## src/rtl/speaker_tone_gen.sv

```systemverilog
// ---------------------------------------------------------------------------
// speaker_tone_gen
//
// Purpose:
//   Converts the level-type speaker requests from the obstacle-warning state
//   machine into a beeping square wave on the matching speaker pin. Each
//   channel has its own tone pitch. The burst/silence cadence is shared by
//   all channels, and only one speaker is driven at a time.
//
// Ports:
//   clk      in   1  system clock, rising edge
//   rst_n    in   1  synchronous active-low reset (wins over ena)
//   ena      in   1  design enable; when low every register holds
//   spk_en   in   3  speaker requests (bit k = speaker k), lowest index wins
//   spk_drv  out  3  speaker drive pins, 000 or one-hot
//   active   out  1  high whenever the FSM is not in IDLE
// ---------------------------------------------------------------------------
module speaker_tone_gen #(
    parameter int CNT_W     = 16,
    parameter int TONE_DIV0 = 12500,
    parameter int TONE_DIV1 = 10000,
    parameter int TONE_DIV2 = 8333,
    parameter int BEEP_ON   = 50000,
    parameter int BEEP_OFF  = 50000
) (
    input  logic       clk,
    input  logic       rst_n,
    input  logic       ena,
    input  logic [2:0] spk_en,
    output logic [2:0] spk_drv,
    output logic       active
);

    // Terminal counts, pre-reduced by one so every compare is a plain ==.
    localparam logic [CNT_W-1:0] TONE_MAX0 = CNT_W'(TONE_DIV0 - 1);
    localparam logic [CNT_W-1:0] TONE_MAX1 = CNT_W'(TONE_DIV1 - 1);
    localparam logic [CNT_W-1:0] TONE_MAX2 = CNT_W'(TONE_DIV2 - 1);
    localparam logic [CNT_W-1:0] ON_MAX    = CNT_W'(BEEP_ON - 1);
    localparam logic [CNT_W-1:0] OFF_MAX   = CNT_W'(BEEP_OFF - 1);
    localparam logic [CNT_W-1:0] CNT_ONE   = CNT_W'(1);

    typedef enum logic [1:0] {
        ST_IDLE = 2'd0,
        ST_ON   = 2'd1,
        ST_OFF  = 2'd2
    } state_t;

    state_t           state_q,    state_d;
    logic [1:0]       ch_q,       ch_d;
    logic [CNT_W-1:0] tone_cnt_q, tone_cnt_d;
    logic [CNT_W-1:0] cad_cnt_q,  cad_cnt_d;
    logic             phase_q,    phase_d;
    logic [2:0]       spk_drv_q,  spk_drv_d;
    logic             active_q,   active_d;

    logic [1:0]       sel;
    logic             req;
    logic [CNT_W-1:0] tone_max;
    logic             do_restart;
    logic             go_idle;

    function automatic logic [2:0] onehot(input logic [1:0] k);
        return 3'b001 << k;
    endfunction

    // Fixed priority: lowest-index request wins.
    always_comb begin
        sel = 2'd0;
        if (spk_en[0])      sel = 2'd0;
        else if (spk_en[1]) sel = 2'd1;
        else if (spk_en[2]) sel = 2'd2;
    end

    assign req = |spk_en;

    always_comb begin
        tone_max = TONE_MAX2;
        case (ch_q)
            2'd0:    tone_max = TONE_MAX0;
            2'd1:    tone_max = TONE_MAX1;
            default: tone_max = TONE_MAX2;
        endcase
    end

    // Next-state logic. Restart and return-to-idle are common actions taken
    // from several states, so they are flagged here and applied once below.
    always_comb begin
        state_d    = state_q;
        ch_d       = ch_q;
        tone_cnt_d = tone_cnt_q;
        cad_cnt_d  = cad_cnt_q;
        phase_d    = phase_q;
        spk_drv_d  = spk_drv_q;
        do_restart = 1'b0;
        go_idle    = 1'b0;

        case (state_q)
            ST_IDLE: begin
                if (req) do_restart = 1'b1;
                else     spk_drv_d  = 3'b000;
            end
            ST_ON: begin
                if (!req) begin
                    go_idle = 1'b1;
                end else if (sel != ch_q) begin
                    // New direction aborts the current burst at once.
                    do_restart = 1'b1;
                end else begin
                    if (tone_cnt_q == tone_max) begin
                        tone_cnt_d = '0;
                        phase_d    = ~phase_q;
                    end else begin
                        tone_cnt_d = tone_cnt_q + CNT_ONE;
                    end
                    if (cad_cnt_q == ON_MAX) begin
                        state_d   = ST_OFF;
                        cad_cnt_d = '0;
                        spk_drv_d = 3'b000;
                    end else begin
                        cad_cnt_d = cad_cnt_q + CNT_ONE;
                        // Pin follows the updated phase so the output edge
                        // lands exactly every TONE_DIV cycles.
                        spk_drv_d = phase_d ? onehot(ch_q) : 3'b000;
                    end
                end
            end
            ST_OFF: begin
                spk_drv_d = 3'b000;
                if (!req) begin
                    go_idle = 1'b1;
                end else if ((sel != ch_q) || (cad_cnt_q == OFF_MAX)) begin
                    // A new direction is not held back by the silence gap.
                    do_restart = 1'b1;
                end else begin
                    cad_cnt_d = cad_cnt_q + CNT_ONE;
                end
            end
            default: begin
                go_idle = 1'b1;
            end
        endcase

        if (do_restart) begin
            state_d    = ST_ON;
            ch_d       = sel;
            tone_cnt_d = '0;
            cad_cnt_d  = '0;
            phase_d    = 1'b1;
            spk_drv_d  = onehot(sel);
        end
        if (go_idle) begin
            state_d    = ST_IDLE;
            tone_cnt_d = '0;
            cad_cnt_d  = '0;
            phase_d    = 1'b0;
            spk_drv_d  = 3'b000;
        end

        active_d = (state_d != ST_IDLE);
    end

    always_ff @(posedge clk) begin
        if (!rst_n) begin
            state_q    <= ST_IDLE;
            ch_q       <= 2'd0;
            tone_cnt_q <= '0;
            cad_cnt_q  <= '0;
            phase_q    <= 1'b0;
            spk_drv_q  <= 3'b000;
            active_q   <= 1'b0;
        end else if (ena) begin
            state_q    <= state_d;
            ch_q       <= ch_d;
            tone_cnt_q <= tone_cnt_d;
            cad_cnt_q  <= cad_cnt_d;
            phase_q    <= phase_d;
            spk_drv_q  <= spk_drv_d;
            active_q   <= active_d;
        end
    end

    assign spk_drv = spk_drv_q;
    assign active  = active_q;

endmodule

```

## config.mk

```make
export PLATFORM = sky130hd
export DESIGN_NAME = speaker_tone_gen
export DESIGN_NICKNAME = d
export VERILOG_FILES = /design/src/rtl/speaker_tone_gen.sv
export SDC_FILE = /design/constraint.sdc
export NUM_CORES = 1
export LEC_CHECK = 0
export CAP_MARGIN = 20
export CORE_MARGIN = 10
export CORE_UTILIZATION = 45
export CTS_BUF_LIST = sky130_fd_sc_hd__clkbuf_4
export CTS_CLUSTER_DIAMETER = 30
export CTS_CLUSTER_SIZE = 8
export DETAILED_ROUTE_END_ITERATION = 10
export PLACE_DENSITY = 0.68
export SYNTH_ARGS = -nofsm -noshare
export SYNTH_HDL_FRONTEND = slang
export SYNTH_SLANG_ARGS = --single-unit
```

## constraint.sdc

```tcl
create_clock -name clk -period 4.08 [get_ports clk]
set_input_delay 0.408 -clock clk [delete_from_list [all_inputs] [get_ports clk]]
set_output_delay 0.408 -clock clk [all_outputs]
set_load 0.03 [all_outputs]
```

======== Word-level counts from Yosys, hierarchy flattened ========
Index checks and enable logic that the tools add are counted.
cells by class
  add/subtract/negate cells ............... 2
  shift-type cells ........................ 2
  multiplexer cells ....................... 49
  order comparisons ....................... 0
  $mul .................................... 0
  div/mod/pow operators ................... 0
  bitwise gates (word level) .............. 1
  eq/ne operators ......................... 12
  reductions and logical operators ........ 14
operators by type and width
  operator                                                               count
  16-bit 2-to-1 mux                                                      13
  16-bit by 1-bit adder with 16-bit output, second input constant        2
  16-bit case mux with 2 select lines                                    1
  13-bit case mux with 2 select lines                                    1
  3-bit 2-to-1 mux                                                       7
  4-bit inequality test, second input constant                           5
  2-bit 2-to-1 mux                                                       9
  16-bit equality test                                                   1
  16-bit equality test, second input constant                            1
  1-bit 2-to-1 mux                                                       15
  3-bit case mux with 3 select lines                                     1
  6-bit AND reduction                                                    1
  3-bit nonzero test                                                     2
  1-bit by 2-bit << shifter with 3-bit output, first input constant      2
  5-bit AND reduction                                                    1
  5-bit nonzero test                                                     1
  2-bit by 1-bit equality test with 1-bit output, second input constant  2
  2-bit zero test                                                        2
  4-bit AND reduction                                                    1
  4-bit nonzero test                                                     1
  3-bit inequality test, second input constant                           1
  1-bit case mux with 3 select lines                                     1
  3-bit OR reduction                                                     1
  2-bit equality test, second input constant                             1
  other kinds (7)                                                        7
storage, ports and cells
  bits of input ports ..................... 6
  flip-flop bits (word level) ............. 41
  memories kept ........................... 0
  bits in latches ......................... 0
  bits in writable memories ............... 0
  output and inout bits ................... 4
  bits in read-only memories .............. 0
  logic and storage cells ................. 87

======== Depth between registers and ports, before layout ========
  depth in word-level cells ............... 14
  mapped depth ............................ 10
  mapped depth without buffers ............ 8

======== Worst setup path before layout ========
Ideal clock, no wire load.
  path kind ............................... register -> register
  from .................................... reg state_q[0]
  to ...................................... reg cad_cnt_q[11]
  path slack .............................. 1.639 ns
  cell stages (with the launch flop) ...... 10
  arrival time ............................ 2.349 ns
  buffers on the path ..................... 2
  data required time ...................... 3.988 ns
  clock period less this slack ............ 2.441 ns
  library setup time ...................... 0.092 ns
  path through ............................ dfxtp_1 -> inv_1 -> ha_1 -> clkbuf_1 -> nand3b_1 -> o32a_1 -> nor2_1 -> nand3_1 -> buf_2 -> o32ai_1
between the ends
  word-level cells in the longest chain between the ends .. 5
  elaborated cells between the ends (all ways) .. 15
  classes of those cells .................. 6 x eq/ne; 5 x mux; 4 x reduce/logical
RTL lines
  what                                                                                   RTL line  RTL
  start: declaration                                                                     48        state_t state_q, state_d;
  start signal: assignment                                                               172       state_q <= state_d;
  2-bit equality test or 2-bit by 1-bit equality test with 1-bit output (tied branches)  97        case (state_q)
  2-bit OR reduction (no line)                                                           -
  1-bit case mux with 2 select lines                                                     97
  4-bit inequality test (no line) or 4-bit nonzero test (tied branches)                  -
  6-bit AND reduction (no line)                                                          -
  end signal: assignment                                                                 175       cad_cnt_q <= cad_cnt_d;
  end: declaration                                                                       51        logic [CNT_W-1:0] cad_cnt_q, cad_cnt_d;
Several ways; a longest one is shown, not always the timed one.
A chain may end at the register's enable or synchronous reset.

======== Final worst setup path ========
  from .................................... in spk_en[1]
  to ...................................... reg cad_cnt_q[15]
between the ends
  word-level cells in the longest chain between the ends .. 9
  elaborated cells between the ends (all ways) .. 21
  classes of those cells .................. 5 x eq/ne; 12 x mux; 4 x reduce/logical
RTL lines
  what                                                                RTL line  RTL
  start: declaration                                                  29        input logic [2:0] spk_en,
  2-bit 2-to-1 mux                                                    70        else if (spk_en[1]) sel = 2'd1;
  2-bit 2-to-1 mux                                                    69        if (spk_en[0]) sel = 2'd0;
  2-bit inequality test                                               105, 131
  1-bit logical OR                                                    131       end else if ((sel != ch_q) || (cad_cnt_q == OFF_MAX)) begin
  1-bit 2-to-1 mux                                                    131
  1-bit 2-to-1 mux                                                    129       if (!req) begin
  1-bit case mux with 3 select lines                                  97
  4-bit inequality test (no line), or another cell as far along       -
  6-bit AND reduction (no line) or 16-bit 2-to-1 mux (tied branches)  -
Several ways; a longest one is shown, not always the timed one.

==> results.toml <==
[status]
status = "complete, no violations"

[cts]
clk_pin_slew_ns = 0.13
cts_tree = "done"
cts.repair.resized = 0
post_cts_buffers = 0
numCtsBuffers = 5
clock-sinks = 41
cts_root_buf = "clkbuf_4"
clock_path_buffers = 2
clock_latency_ns = 0.35
cts_htree_levels = 2
cts_hold_buf = 0

[detailed_routing]
met1_length_mm = 2.97
detail_route.vias_per_cell = 6.31
num_vias = 2504
initialDrtViolationCount = 138
first_pass_iters = 4
ant_nets = 0
totalWireLength_mm = 6.15
routedWlPerCell_um = 15.5
met2_length_mm = 2.77
maxUsedRoutingLayer = "met4"
drc = 0
wl_met3_um = 274

[pwr]
p_int_mw = 0.532
ir_drop_mv = 0.132
leakagePower_nw = 0.826
power_frac_seq_pct = 53.8
power_density_mw_per_mm2 = 281
p_sw_share_pct = 31.2
clkPwrFrac_pct = 27.8
p_sw_mw = 0.241
pwr-share-comb_pct = 18.4

[floorplanning]
ios = 10
dieArea_sq_mm = 0.00912
die_w_um = 95.5
die_h_um = 95.5
core_area_sq_mm = 0.00551
num_rows = 27
initial_core_util_pct = 46.6

[finish]
finish.utilization_pct = 50.0
fillCellCount = 536
syn2layout_area_growth_pct = 7.37
nets = 337
diodes = 0
drive_gt1_share_pct = 8.00

[worst_hold_path]
hold_depth = 2
holdPathEnd = "active"
hp-start = "active"
hold_class = "register to register"

[logic_synthesis]
ys_warn_count = 0
synth_cells = 320
synth_nets = 333
synth_area_sq_mm = 0.00256
synth_area_leader_cell = "dfxtp_1"
synth_top_area_share_pct = 32.0
synth-seq-cells = 41
avgSynthCellArea_sq_um = 8.02
synth_edf_count = 0
synthTopCellsByArea = "dfxtp_1 32%, a21oi_1 6.4%, nand2_1 5.3%"
yosys.cell_types.count = 53
synth_flop_cell = "dfxtp_1"
seq_area_frac_synth_pct = 32.0
ys_async_sr_fraction_pct = 0

[grt]
grt_pass1_vias = 2187
grt_pass1_wl_mm = 10.5
grt_max_degree = 35
antenna_found_initial = 0
grt_overflow = 0
grt_use_total_pct = 14.0

[setup_path]
worst_r2r_endpoint = "cad_cnt_q[15]"
critPathRequiredTime_ns = 4.34
timing.rr.start = "state_q[0]"
crit_arrival_ns = 3.40
worstPathMaxFanout = 12
rrSetupSlack_ns = 1.05
worstSetupStartpointType = "primary input"
reg2regPathDepth = 7
crit_type = "primary input to register"
end_kind = "register"

[timing]
worst_slew_pin_slew_ns = 0.724
relSlewSlack_pct = 51.7
fmax_mhz = 318
rsz0062_at_grt = "false"
fin_skew_ns = 0.0222
fin_crit_ns = 3.14
fin_crit_sh_pct = 77.0
finalHoldViolCount = 0
setup_tns_ns = 0
finalSetupViolCount = 0
drv_slew = 0

[place]
place.gp.congestion = 0.889
dp_hpwl_mm = 4.32
io_buffers = 9

[run]
drv_cap = 0
[cell families after synthesis]
logic type	after synthesis	share of synthesized area, %
DFF	41	32.0
and+or+nand+nor	142	30.9
muxes	4	1.61
AOI/OAI and AO/OA	97	26.9
adders and majority gates	7	3.41
xor gates and xnor gates	2	0.683
buffers and inverters	27	4.44
[worst max path at each step]
stage,from,to,slack (ns),cells after the start
detailed placement,spk_en[1],cad_cnt_q[15],0.56,7
finish,spk_en[1],cad_cnt_q[15],0.94,7
global placement,spk_en[1],cad_cnt_q[7],0.73,7
global route,spk_en[0],cad_cnt_q[15],0.66,7
floorplan,state_q[0],cad_cnt_q[11],1.64,9
CTS,spk_en[1],cad_cnt_q[15],0.96,7
[registers in the layout, indices dropped and copies added, names as in the netlist]
name        flops
phase_q         1
spk_drv         3
state_q         2
ch_q            2
cad_cnt_q      16
tone_cnt_q     16
active          1
[area by class of cell]
type / instances / area, sq um / share of cell area (%)
repair buffers: 12 / 113 / 4.09
clock inverters: 2 / 10.0 / 0.363
flip-flops and latches: 41 / 821 / 29.8
multi-input cells: 252 / 1630 / 59.2
clock buffers: 6 / 45.0 / 1.64
well taps: 72 / 90.1 / 3.27
inverters: 12 / 45.0 / 1.64
[metal layers]
layer  vias to the layer above  track usage (%)
li1                       1255                -
met1                      1182             18.3
met2                        53             21.5
met3                        14             3.22
met4                         0             5.90
met5                         -                0
[cell usage after synthesis (3+ instances only)]
cell type / count
o211ai_1: 3
nand2_1: 36
inv_1: 12
o32ai_1: 13
and3_1: 5
o41ai_1: 3
o31ai_1: 9
nand4_1: 15
dfxtp_1: 41
or2_2: 6
nor3b_1: 3
a21oi_1: 33
buf_2: 4
nor3_1: 10
or3_1: 13
o21ai_0: 17
or4_1: 9
mux2i_1: 3
ha_1: 7
nand3_1: 19
nor2_1: 11
clkbuf_1: 9
[layout by cell type (no fill, tap or decap), types with 3 or more instances in the layout]
cell type,count
nand4_1,15
inv_1,12
nor3b_1,3
and3_1,5
o211ai_1,3
mux2i_1,3
or2_2,6
or3_1,13
nor2_1,11
a21oi_1,33
or4_1,9
o31ai_1,9
nand2_1,36
nor3_1,10
clkbuf_4,6
nand3_1,19
clkdlybuf4s50_1,9
o32ai_1,13
o41ai_1,3
o21ai_0,17
buf_4,3
ha_1,7
dfxtp_1,41
[through the flow]
step	instances	worst slack (ns)	area [sq um]	total power, mW	hold WS (ns)
floorplan	320	1.64	2560	0.528	0.452
global placement	389	0.727	2700	0.565	0.456
detailed placement	389	0.557	2700	0.565	0.461
CTS	397	0.957	2750	0.781	0.479
global route	397	0.658	2750	0.810	0.499
finish	397	0.939	2750	0.773	0.475
[power groups by stage]
stage / Combinational [mW] / Clock [mW] / Sequential, mW
2_1_floorplan: 0.101 / 0 / 0.427
4_1_cts: 0.141 / 0.224 / 0.415
6_report: 0.142 / 0.215 / 0.415
3_5_place_dp: 0.141 / 0 / 0.424
3_3_place_gp: 0.141 / 0 / 0.424
5_1_grt: 0.156 / 0.238 / 0.417
[critical path, stage by stage]
cell and delay (ns):
clkdlybuf4s50_1 0.58, nor4bb_1 0.53, a221oi_4 0.13, o32a_1 0.48, nor2_1 0.38, nand3_1 0.47, o32ai_1 0.42
No activity file was read; power rests on OpenSTA's default activity.
